$ cat config.mk
export PLATFORM = sky130hd
export DESIGN_NAME = fetch_controller_flat
export DESIGN_NICKNAME = d
export VERILOG_FILES = /design/src/rtl/pipeline_ctrl_pkg.sv /design/src/rtl/fetch_controller_if.sv /design/src/rtl/sat_counter.sv /design/src/rtl/fetch_controller.sv /design/src/flat_wrapper.sv
export SDC_FILE = /design/constraint.sdc
export NUM_CORES = 1
export LEC_CHECK = 0
export CORE_MARGIN = 2
export CORE_UTILIZATION = 33
export DETAILED_ROUTE_END_ITERATION = 8
export SYNTH_ARGS = -nofsm -noshare
export SYNTH_HDL_FRONTEND = slang
export SYNTH_SLANG_ARGS = --single-unit
$ cat constraint.sdc
create_clock -name clk -period 3 [get_ports clk]
set_input_delay 0.6 -clock clk [delete_from_list [all_inputs] [get_ports clk]]
set_output_delay 0.6 -clock clk [all_outputs]
set_load 0.03 [all_outputs]
$ cat src/rtl/pipeline_ctrl_pkg.sv
// Shared definitions for the IF-stage sequencing logic: FSM state encoding
// and the instruction word injected as a bubble into IF/ID.
package pipeline_ctrl_pkg;

  localparam logic [1:0] ST_RUN           = 2'd0;
  localparam logic [1:0] ST_MEM_WAIT      = 2'd1;
  localparam logic [1:0] ST_REDIRECT_PEND = 2'd2;

  localparam logic [31:0] NOP_INSN = 32'h00000013;

endpackage

$ cat src/rtl/fetch_controller_if.sv
// Bundle between the fetch controller and the IF/ID/EX datapath it steers.
interface fetch_controller_if #(
  parameter int XLEN  = 64,
  parameter int CNT_W = 32
);

  // imem_req/imem_ready: a fetch is outstanding every cycle imem_req=1 and
  // completes in the cycle imem_ready=1; redirect_valid qualifies redirect_pc
  // for that same cycle only (no back-pressure, no holding required).
  logic             PCSrc_E;
  logic [XLEN-1:0]  PC_Target_E;
  logic             load_use_hazard;
  logic             imem_ready;
  logic             imem_req;
  logic             PCWrite;
  logic             redirect_valid;
  logic [XLEN-1:0]  redirect_pc;
  logic             IF_ID_Write;
  logic             IF_ID_Flush;
  logic             ID_EX_Flush;
  logic [CNT_W-1:0] stall_count;
  logic [CNT_W-1:0] flush_count;
  logic             fetch_timeout;

  modport master (
    input  PCSrc_E, PC_Target_E, load_use_hazard, imem_ready,
    output imem_req, PCWrite, redirect_valid, redirect_pc,
           IF_ID_Write, IF_ID_Flush, ID_EX_Flush,
           stall_count, flush_count, fetch_timeout
  );

  modport slave (
    output PCSrc_E, PC_Target_E, load_use_hazard, imem_ready,
    input  imem_req, PCWrite, redirect_valid, redirect_pc,
           IF_ID_Write, IF_ID_Flush, ID_EX_Flush,
           stall_count, flush_count, fetch_timeout
  );

endinterface

$ cat src/rtl/sat_counter.sv
// Saturating up-counter with synchronous active-low reset.
module sat_counter #(
  parameter int W = 32
) (
  input  logic         clk,
  input  logic         reset,
  input  logic         en_i,
  output logic [W-1:0] count_o
);

  logic [W-1:0] count_q;
  logic [W-1:0] count_d;

  always_comb begin
    count_d = count_q;
    if (en_i && (count_q != {W{1'b1}})) count_d = count_q + 1'b1;
  end

  always_ff @(posedge clk) begin
    if (!reset) count_q <= '0;
    else        count_q <= count_d;
  end

  assign count_o = count_q;

endmodule

$ cat src/rtl/fetch_controller.sv
// IF-stage sequencer: arbitrates EX redirects, load-use stalls and imem wait
// states into PC/IF-ID/ID-EX controls, with perf counters and a watchdog.
module fetch_controller
  import pipeline_ctrl_pkg::*;
#(
  parameter int XLEN     = 64,
  parameter int CNT_W    = 32,
  parameter int MAX_WAIT = 16
) (
  input  logic                clk,
  input  logic                reset,
  fetch_controller_if.master  bus,
  output logic [1:0]          dbg_state_o
);

  localparam logic [7:0] MAX_W8 = 8'(MAX_WAIT);

  logic [1:0]      state_q, state_d;
  logic [7:0]      wait_cnt_q, wait_cnt_d;
  logic [XLEN-1:0] pend_target_q, pend_target_d;
  logic            pend_redir_q, pend_redir_d;
  logic            timeout_q, timeout_d;

  logic            imem_req, pc_write, redir_valid, if_id_write, if_id_flush, id_ex_flush;
  logic [XLEN-1:0] redir_pc;

  always_comb begin
    imem_req      = 1'b0;
    pc_write      = 1'b0;
    redir_valid   = 1'b0;
    redir_pc      = '0;
    if_id_write   = 1'b0;
    if_id_flush   = 1'b0;
    id_ex_flush   = 1'b0;
    state_d       = state_q;
    wait_cnt_d    = '0;
    pend_target_d = pend_target_q;
    pend_redir_d  = pend_redir_q;

    if (!reset) begin
      state_d       = ST_RUN;
      pend_target_d = '0;
      pend_redir_d  = 1'b0;
    end else begin
      case (state_q)
        ST_RUN: begin
          imem_req = 1'b1;
          // A redirect deferred from a wait state outranks everything, even a new PCSrc_E.
          if (pend_redir_q || bus.PCSrc_E) begin
            redir_valid  = 1'b1;
            redir_pc     = pend_redir_q ? pend_target_q : bus.PC_Target_E;
            pc_write     = 1'b1;
            if_id_write  = 1'b1;
            if_id_flush  = 1'b1;
            id_ex_flush  = 1'b1;
            pend_redir_d = 1'b0;
          end else if (bus.load_use_hazard) begin
            id_ex_flush = 1'b1;
          end else if (bus.imem_ready) begin
            pc_write    = 1'b1;
            if_id_write = 1'b1;
          end else begin
            if_id_write = 1'b1;
            if_id_flush = 1'b1;
            state_d     = ST_MEM_WAIT;
            wait_cnt_d  = 8'd1;
          end
        end
        ST_MEM_WAIT: begin
          imem_req = 1'b1;
          if (bus.PCSrc_E) begin
            pend_target_d = bus.PC_Target_E;
            if_id_write   = 1'b1;
            if_id_flush   = 1'b1;
            id_ex_flush   = 1'b1;
            if (bus.imem_ready) begin
              state_d      = ST_RUN;
              pend_redir_d = 1'b1;
            end else begin
              state_d = ST_REDIRECT_PEND;
            end
          end else if (bus.load_use_hazard) begin
            id_ex_flush = 1'b1;
            wait_cnt_d  = wait_cnt_q;
          end else if (bus.imem_ready) begin
            pc_write    = 1'b1;
            if_id_write = 1'b1;
            state_d     = ST_RUN;
          end else begin
            if_id_write = 1'b1;
            if_id_flush = 1'b1;
            wait_cnt_d  = (wait_cnt_q >= MAX_W8) ? MAX_W8 : wait_cnt_q + 8'd1;
          end
        end
        ST_REDIRECT_PEND: begin
          // The word returned here belongs to the squashed path and is dropped.
          imem_req    = 1'b1;
          if_id_write = 1'b1;
          if_id_flush = 1'b1;
          if (bus.imem_ready) begin
            state_d      = ST_RUN;
            pend_redir_d = 1'b1;
          end
        end
        default: state_d = ST_RUN;
      endcase
    end

    timeout_d = reset & (timeout_q | (wait_cnt_d == MAX_W8));
  end

  always_ff @(posedge clk) begin
    if (!reset) begin
      state_q       <= ST_RUN;
      wait_cnt_q    <= '0;
      pend_target_q <= '0;
      pend_redir_q  <= 1'b0;
      timeout_q     <= 1'b0;
    end else begin
      state_q       <= state_d;
      wait_cnt_q    <= wait_cnt_d;
      pend_target_q <= pend_target_d;
      pend_redir_q  <= pend_redir_d;
      timeout_q     <= timeout_d;
    end
  end

  sat_counter #(.W(CNT_W)) u_stall_cnt (
    .clk     (clk),
    .reset   (reset),
    .en_i    (~pc_write),
    .count_o (bus.stall_count)
  );

  sat_counter #(.W(CNT_W)) u_flush_cnt (
    .clk     (clk),
    .reset   (reset),
    .en_i    (redir_valid),
    .count_o (bus.flush_count)
  );

  assign bus.imem_req       = imem_req;
  assign bus.PCWrite        = pc_write;
  assign bus.redirect_valid = redir_valid;
  assign bus.redirect_pc    = redir_pc;
  assign bus.IF_ID_Write    = if_id_write;
  assign bus.IF_ID_Flush    = if_id_flush;
  assign bus.ID_EX_Flush    = id_ex_flush;
  assign bus.fetch_timeout  = timeout_q;
  assign dbg_state_o        = state_q;

endmodule

$ cat src/flat_wrapper.sv
// flat-port wrapper written by rule: the top's interface ports become plain ports
module fetch_controller_flat import pipeline_ctrl_pkg::*;
#(
  parameter int XLEN     = 64,
  parameter int CNT_W    = 32,
  parameter int MAX_WAIT = 16
)
  (clk, reset, dbg_state_o, bus_PCSrc_E, bus_PC_Target_E, bus_load_use_hazard, bus_imem_ready, bus_imem_req, bus_PCWrite, bus_redirect_valid, bus_redirect_pc, bus_IF_ID_Write, bus_IF_ID_Flush, bus_ID_EX_Flush, bus_stall_count, bus_flush_count, bus_fetch_timeout);
  fetch_controller_if #(.XLEN(XLEN), .CNT_W(CNT_W)) bus_i ();
  input  logic clk;
  input  logic reset;
  output logic [1:0] dbg_state_o;
  input wire logic [$bits(bus_i.PCSrc_E)-1:0] bus_PCSrc_E;
  input wire logic [$bits(bus_i.PC_Target_E)-1:0] bus_PC_Target_E;
  input wire logic [$bits(bus_i.load_use_hazard)-1:0] bus_load_use_hazard;
  input wire logic [$bits(bus_i.imem_ready)-1:0] bus_imem_ready;
  output wire logic [$bits(bus_i.imem_req)-1:0] bus_imem_req;
  output wire logic [$bits(bus_i.PCWrite)-1:0] bus_PCWrite;
  output wire logic [$bits(bus_i.redirect_valid)-1:0] bus_redirect_valid;
  output wire logic [$bits(bus_i.redirect_pc)-1:0] bus_redirect_pc;
  output wire logic [$bits(bus_i.IF_ID_Write)-1:0] bus_IF_ID_Write;
  output wire logic [$bits(bus_i.IF_ID_Flush)-1:0] bus_IF_ID_Flush;
  output wire logic [$bits(bus_i.ID_EX_Flush)-1:0] bus_ID_EX_Flush;
  output wire logic [$bits(bus_i.stall_count)-1:0] bus_stall_count;
  output wire logic [$bits(bus_i.flush_count)-1:0] bus_flush_count;
  output wire logic [$bits(bus_i.fetch_timeout)-1:0] bus_fetch_timeout;
  assign bus_i.PCSrc_E = bus_PCSrc_E;
  assign bus_i.PC_Target_E = bus_PC_Target_E;
  assign bus_i.load_use_hazard = bus_load_use_hazard;
  assign bus_i.imem_ready = bus_imem_ready;
  assign bus_imem_req = bus_i.imem_req;
  assign bus_PCWrite = bus_i.PCWrite;
  assign bus_redirect_valid = bus_i.redirect_valid;
  assign bus_redirect_pc = bus_i.redirect_pc;
  assign bus_IF_ID_Write = bus_i.IF_ID_Write;
  assign bus_IF_ID_Flush = bus_i.IF_ID_Flush;
  assign bus_ID_EX_Flush = bus_i.ID_EX_Flush;
  assign bus_stall_count = bus_i.stall_count;
  assign bus_flush_count = bus_i.flush_count;
  assign bus_fetch_timeout = bus_i.fetch_timeout;
  fetch_controller #(.XLEN(XLEN), .CNT_W(CNT_W), .MAX_WAIT(MAX_WAIT)) u_core (.clk(clk), .reset(reset), .bus(bus_i), .dbg_state_o(dbg_state_o));
endmodule
==> flow_summary_export.csv <==
group,metric,value,unit
run_status,outcome,"completed",
final_layout,fin_util,46.7,%
routing,drc,0,
clock_network,ctsHoldBuffers,0,
clock_network,cts_sinks,140,
timing,tns,0,ns
pwr,irDropWorstVdd,0.000361,V
global_route,grt_antenna_before_repair,1,
run,cap_violations,0,
routing,drt.antenna.violating_nets,0,
clock_network,cts_buffers,17,
final_layout,drive_gt1_share,12.4,%
pwr,powerDensity,469,nW/um^2
critical_path,timing.critical_path.mode_cell,"clkdlybuf4s50_1",
routing,vias,7224,
pwr,intPower,3500,uW
pwr,p_sw,1240,uW
worst_hold_path,hold_start,"u_core.pend_target_q[25]",
placed_design,gp_congestion,0.811,
critical_path,worst-setup-path-type,"input port to output pin",
synth,synth_seq_area_share,39.0,%
routing,drt_iter0_drc,364,
global_route,grt_pass1_vias,6648,
critical_path,rrSetupSlack,0.39,ns
synth,synth_enable_flop_cells,0,
floorplanning,die-area,23000,um^2
synth,synthSimpleGateAreaFrac,28.6,%
floorplanning,initial_core_util,33.3,%
routing,wire_per_inst,15.3,um
synth,synth_ff_type,"dfxtp_1",
synth,synth_compound_area_share,13.9,%
timing,finalHoldViolations,0,
synth,syn_nets,1005,
synth,synth_cell_types,49,
timing,fin_crit,2.87,ns
clock_network,clkLatencyLatePin,0.42,ns
synth,synthMuxAreaShare,11.3,%
final_layout,fillers,2158,
routing,vias_per_cell,5.12,
floorplanning,die_x,152,um
critical_path,cp-end-kind,"output pin",
pwr,comb_power_share,13.7,%
timing,relSlewSlack,52.0,%
synth,ys_ff_latch,140,
timing,timing.final.crit_share,95.7,%
timing,finClkSkew,0.0112,ns
pwr,clkPwrFrac,45.9,%
worst_hold_path,holdPathEnd,"u_core.pend_target_q[25]",
critical_path,startpoint_type,"input port",
synth,synthArstFlopShare,0,%
synth,synth_top_family_by_area,"simple AND/OR/NAND/NOR gates",
clock_network,clockBufferDepth,2,
placed_design,place_hpwl,15100,um
clock_network,htree_levels,4,
critical_path,timing.rr.start,"u_core.dbg_state_o[1]",
placed_design,placed_area,9460,um^2
critical_path,crit_family,"buffers and inverters",
global_route,grt_max_degree,65,
final_layout,mostFrequentLayoutCell,"nand2_1",
floorplanning,core,21600,um^2
clock_network,cts_tree,"done",
final_layout,final_cell_mix,"181 x nand2_1, 139 x clkdlybuf4s50_1, 139 x dfxtp_1, 107 x a21oi_1, 96 x nor2_1",
routing,wl,21600,um
global_route,grt_pass1_wl,34300,um
critical_path,crit_fanout,17,
timing,rsz0062_at_grt,"false",
floorplanning,num_rows,54,
critical_path,critPathBufInv,3,
worst_hold_path,min_path_cells,2,
synth,synthAdderAreaFrac,1.39,%
clock_network,cts_root_buffer,"clkbuf_16",
pwr,pwr-share-seq,40.4,%
final_layout,syn_to_final_growth,40.4,%
routing,first_pass_iters,7,
synth,ys_warn_count,0,
final_layout,layout.nets,1195,
critical_path,worstPathArrival,2.27,ns
critical_path,r2r-end,"u_core.u_flush_cnt.count_o[18]",
placed_design,dpl_worst_slack,-0.0382,ns
synth,synth_area_per_cell,7.75,um^2
floorplanning,ios,206,
synth,netlist_instances,928,
floorplanning,die_h,152,um
critical_path,reg2reg_depth,10,
pwr,swShare,26.2,%
critical_path,path_depth,5,
critical_path,critPathMaxStageDelay,0.59,ns
clock_network,clk_pin_slew,0.06,ns
timing,setup_slack,0.129,ns
critical_path,slowest_stage,"clkdlybuf4s50_1",
synth,synth-xor-area-share,1.34,%
critical_path,crit_chain,"clkdlybuf4s50_1, o211ai_1, buf_6, nor2_1, clkdlybuf4s50_1",
timing,setup_viol,0,
pwr,power_leakage,0.00345,uW
placed_design,port_buffers,205,
final_layout,design_area,10100,um^2
timing,whs,0.453,ns
global_route,gr-total-overflow,0,
critical_path,crit_required,2.40,ns
global_route,grt_use_total,18.6,%
synth,syn-cell-area,7190,um^2
timing,fmax,348,MHz
timing,maxSlewViolCount,0,
worst_hold_path,hp-class,"register to register",
timing,worst_slew_pin_slew,0.714,ns
## cells in the mapped netlist, types with 17 or more instances
| cell | number | area share (%) |
|---|---|---|
| nand2_1 | 182 | 9.5 |
| dfxtp_1 | 140 | 39 |
| a21oi_1 | 107 | 7.4 |
| nor2_1 | 96 | 5.0 |
| mux2i_1 | 81 | 11 |
| clkbuf_1 | 47 | 2.5 |
| o31ai_1 | 24 | 2.5 |
| nand4_1 | 22 | 1.9 |
| or4_1 | 22 | 2.3 |
| nand3_1 | 20 | 1.4 |
| inv_1 | 18 | 0.94 |
| nor4_1 | 17 | 1.5 |
## worst reg2reg max path, cell delays in order, from the launching register on
cell       delay, ns
dfxtp_1         0.35
inv_1           0.12
ha_1            0.18
o211ai_1        0.17
buf_4           0.19
buf_4           0.16
or4_1           0.52
buf_4           0.19
a2111oi_1       0.39
xnor2_1         0.17
nor2_1          0.05
## worst max-delay path by stage
stage,startpoint,to
global route,u_core.dbg_state_o[1],bus_redirect_pc[16]
global placement,bus_PCSrc_E,bus_redirect_pc[12]
floorplan,u_core.dbg_state_o[0],bus_redirect_pc[13]
detailed placement,bus_PCSrc_E,bus_redirect_pc[16]
CTS,bus_PCSrc_E,bus_redirect_pc[16]
finish,bus_PCSrc_E,bus_redirect_pc[16]
## state kept, by name, indices dropped and copies added, names as in the netlist
signal	count
u_core.u_stall_cnt.count_o	32
u_core.pend_target_q	64
u_core.u_flush_cnt.count_o	32
u_core.bus.fetch_timeout	1
u_core.wait_cnt_q	8
u_core.dbg_state_o	2
u_core.pend_redir_q	1
## through the flow
step                power (uW)  cells
finish                    4740   1412
global route              4950   1411
CTS                       4820   1411
detailed placement        2610   1378
global placement          2610   1378
floorplan                 2310    928
## power groups by stage
| stage | clock network [uW] | logic (uW) | registers (uW) |
|---|---|---|---|
| 5_1_grt | 2330 | 702 | 1920 |
| 2_1_floorplan | 0 | 345 | 1960 |
| 6_report | 2180 | 649 | 1910 |
| 4_1_cts | 2250 | 656 | 1910 |
| 3_3_place_gp | 0 | 649 | 1960 |
| 3_5_place_dp | 0 | 651 | 1960 |
## metal layers
| metal | GRT usage [%] | up-vias | part of all wire [%] |
|---|---|---|---|
| met3 | 6.05 | 14 | 9.1 |
| li1 | - | 3657 | - |
| met2 | 30.1 | 219 | 45 |
| met5 | 0 | - | 0 |
| met1 | 23.8 | 3334 | 45 |
| met4 | 5.09 | 0 | 0.92 |
## layout make-up
| cell class | instances | area (um^2) | area share, % |
|---|---|---|---|
| inverter | 18 | 68.8 | 0.681 |
| sequential | 140 | 2810 | 27.8 |
| clock buffer | 19 | 443 | 4.39 |
| multi-input combinational | 704 | 4070 | 40.3 |
| clock inverter | 13 | 166 | 1.65 |
| timing repair buffer | 237 | 2190 | 21.7 |
| antenna | 1 | 2.50 | 0.0248 |
| tap | 280 | 350 | 3.47 |
## cell families (layout without fill, tap and decap cells)
logic type | after synthesis | count (layout)
XOR/XNOR | 11 | 11
adder cells (fa/ha/maj) | 8 | 8
AND/OR/NAND/NOR | 432 | 432
AO/OA/AOI/OAI | 172 | 172
flip-flops | 140 | 140
other | 0 | 1
multiplexers | 81 | 81
buffers and inverters | 84 | 287
## timing repair
action,CTS,global route
gates resized for setup,0,6
setup endpoints to repair,10,10
endpoints found under the hold margin,0,0
pin swaps,1,0
setup buffers,1,0
Note: power is estimated with default switching activity, not from simulation.
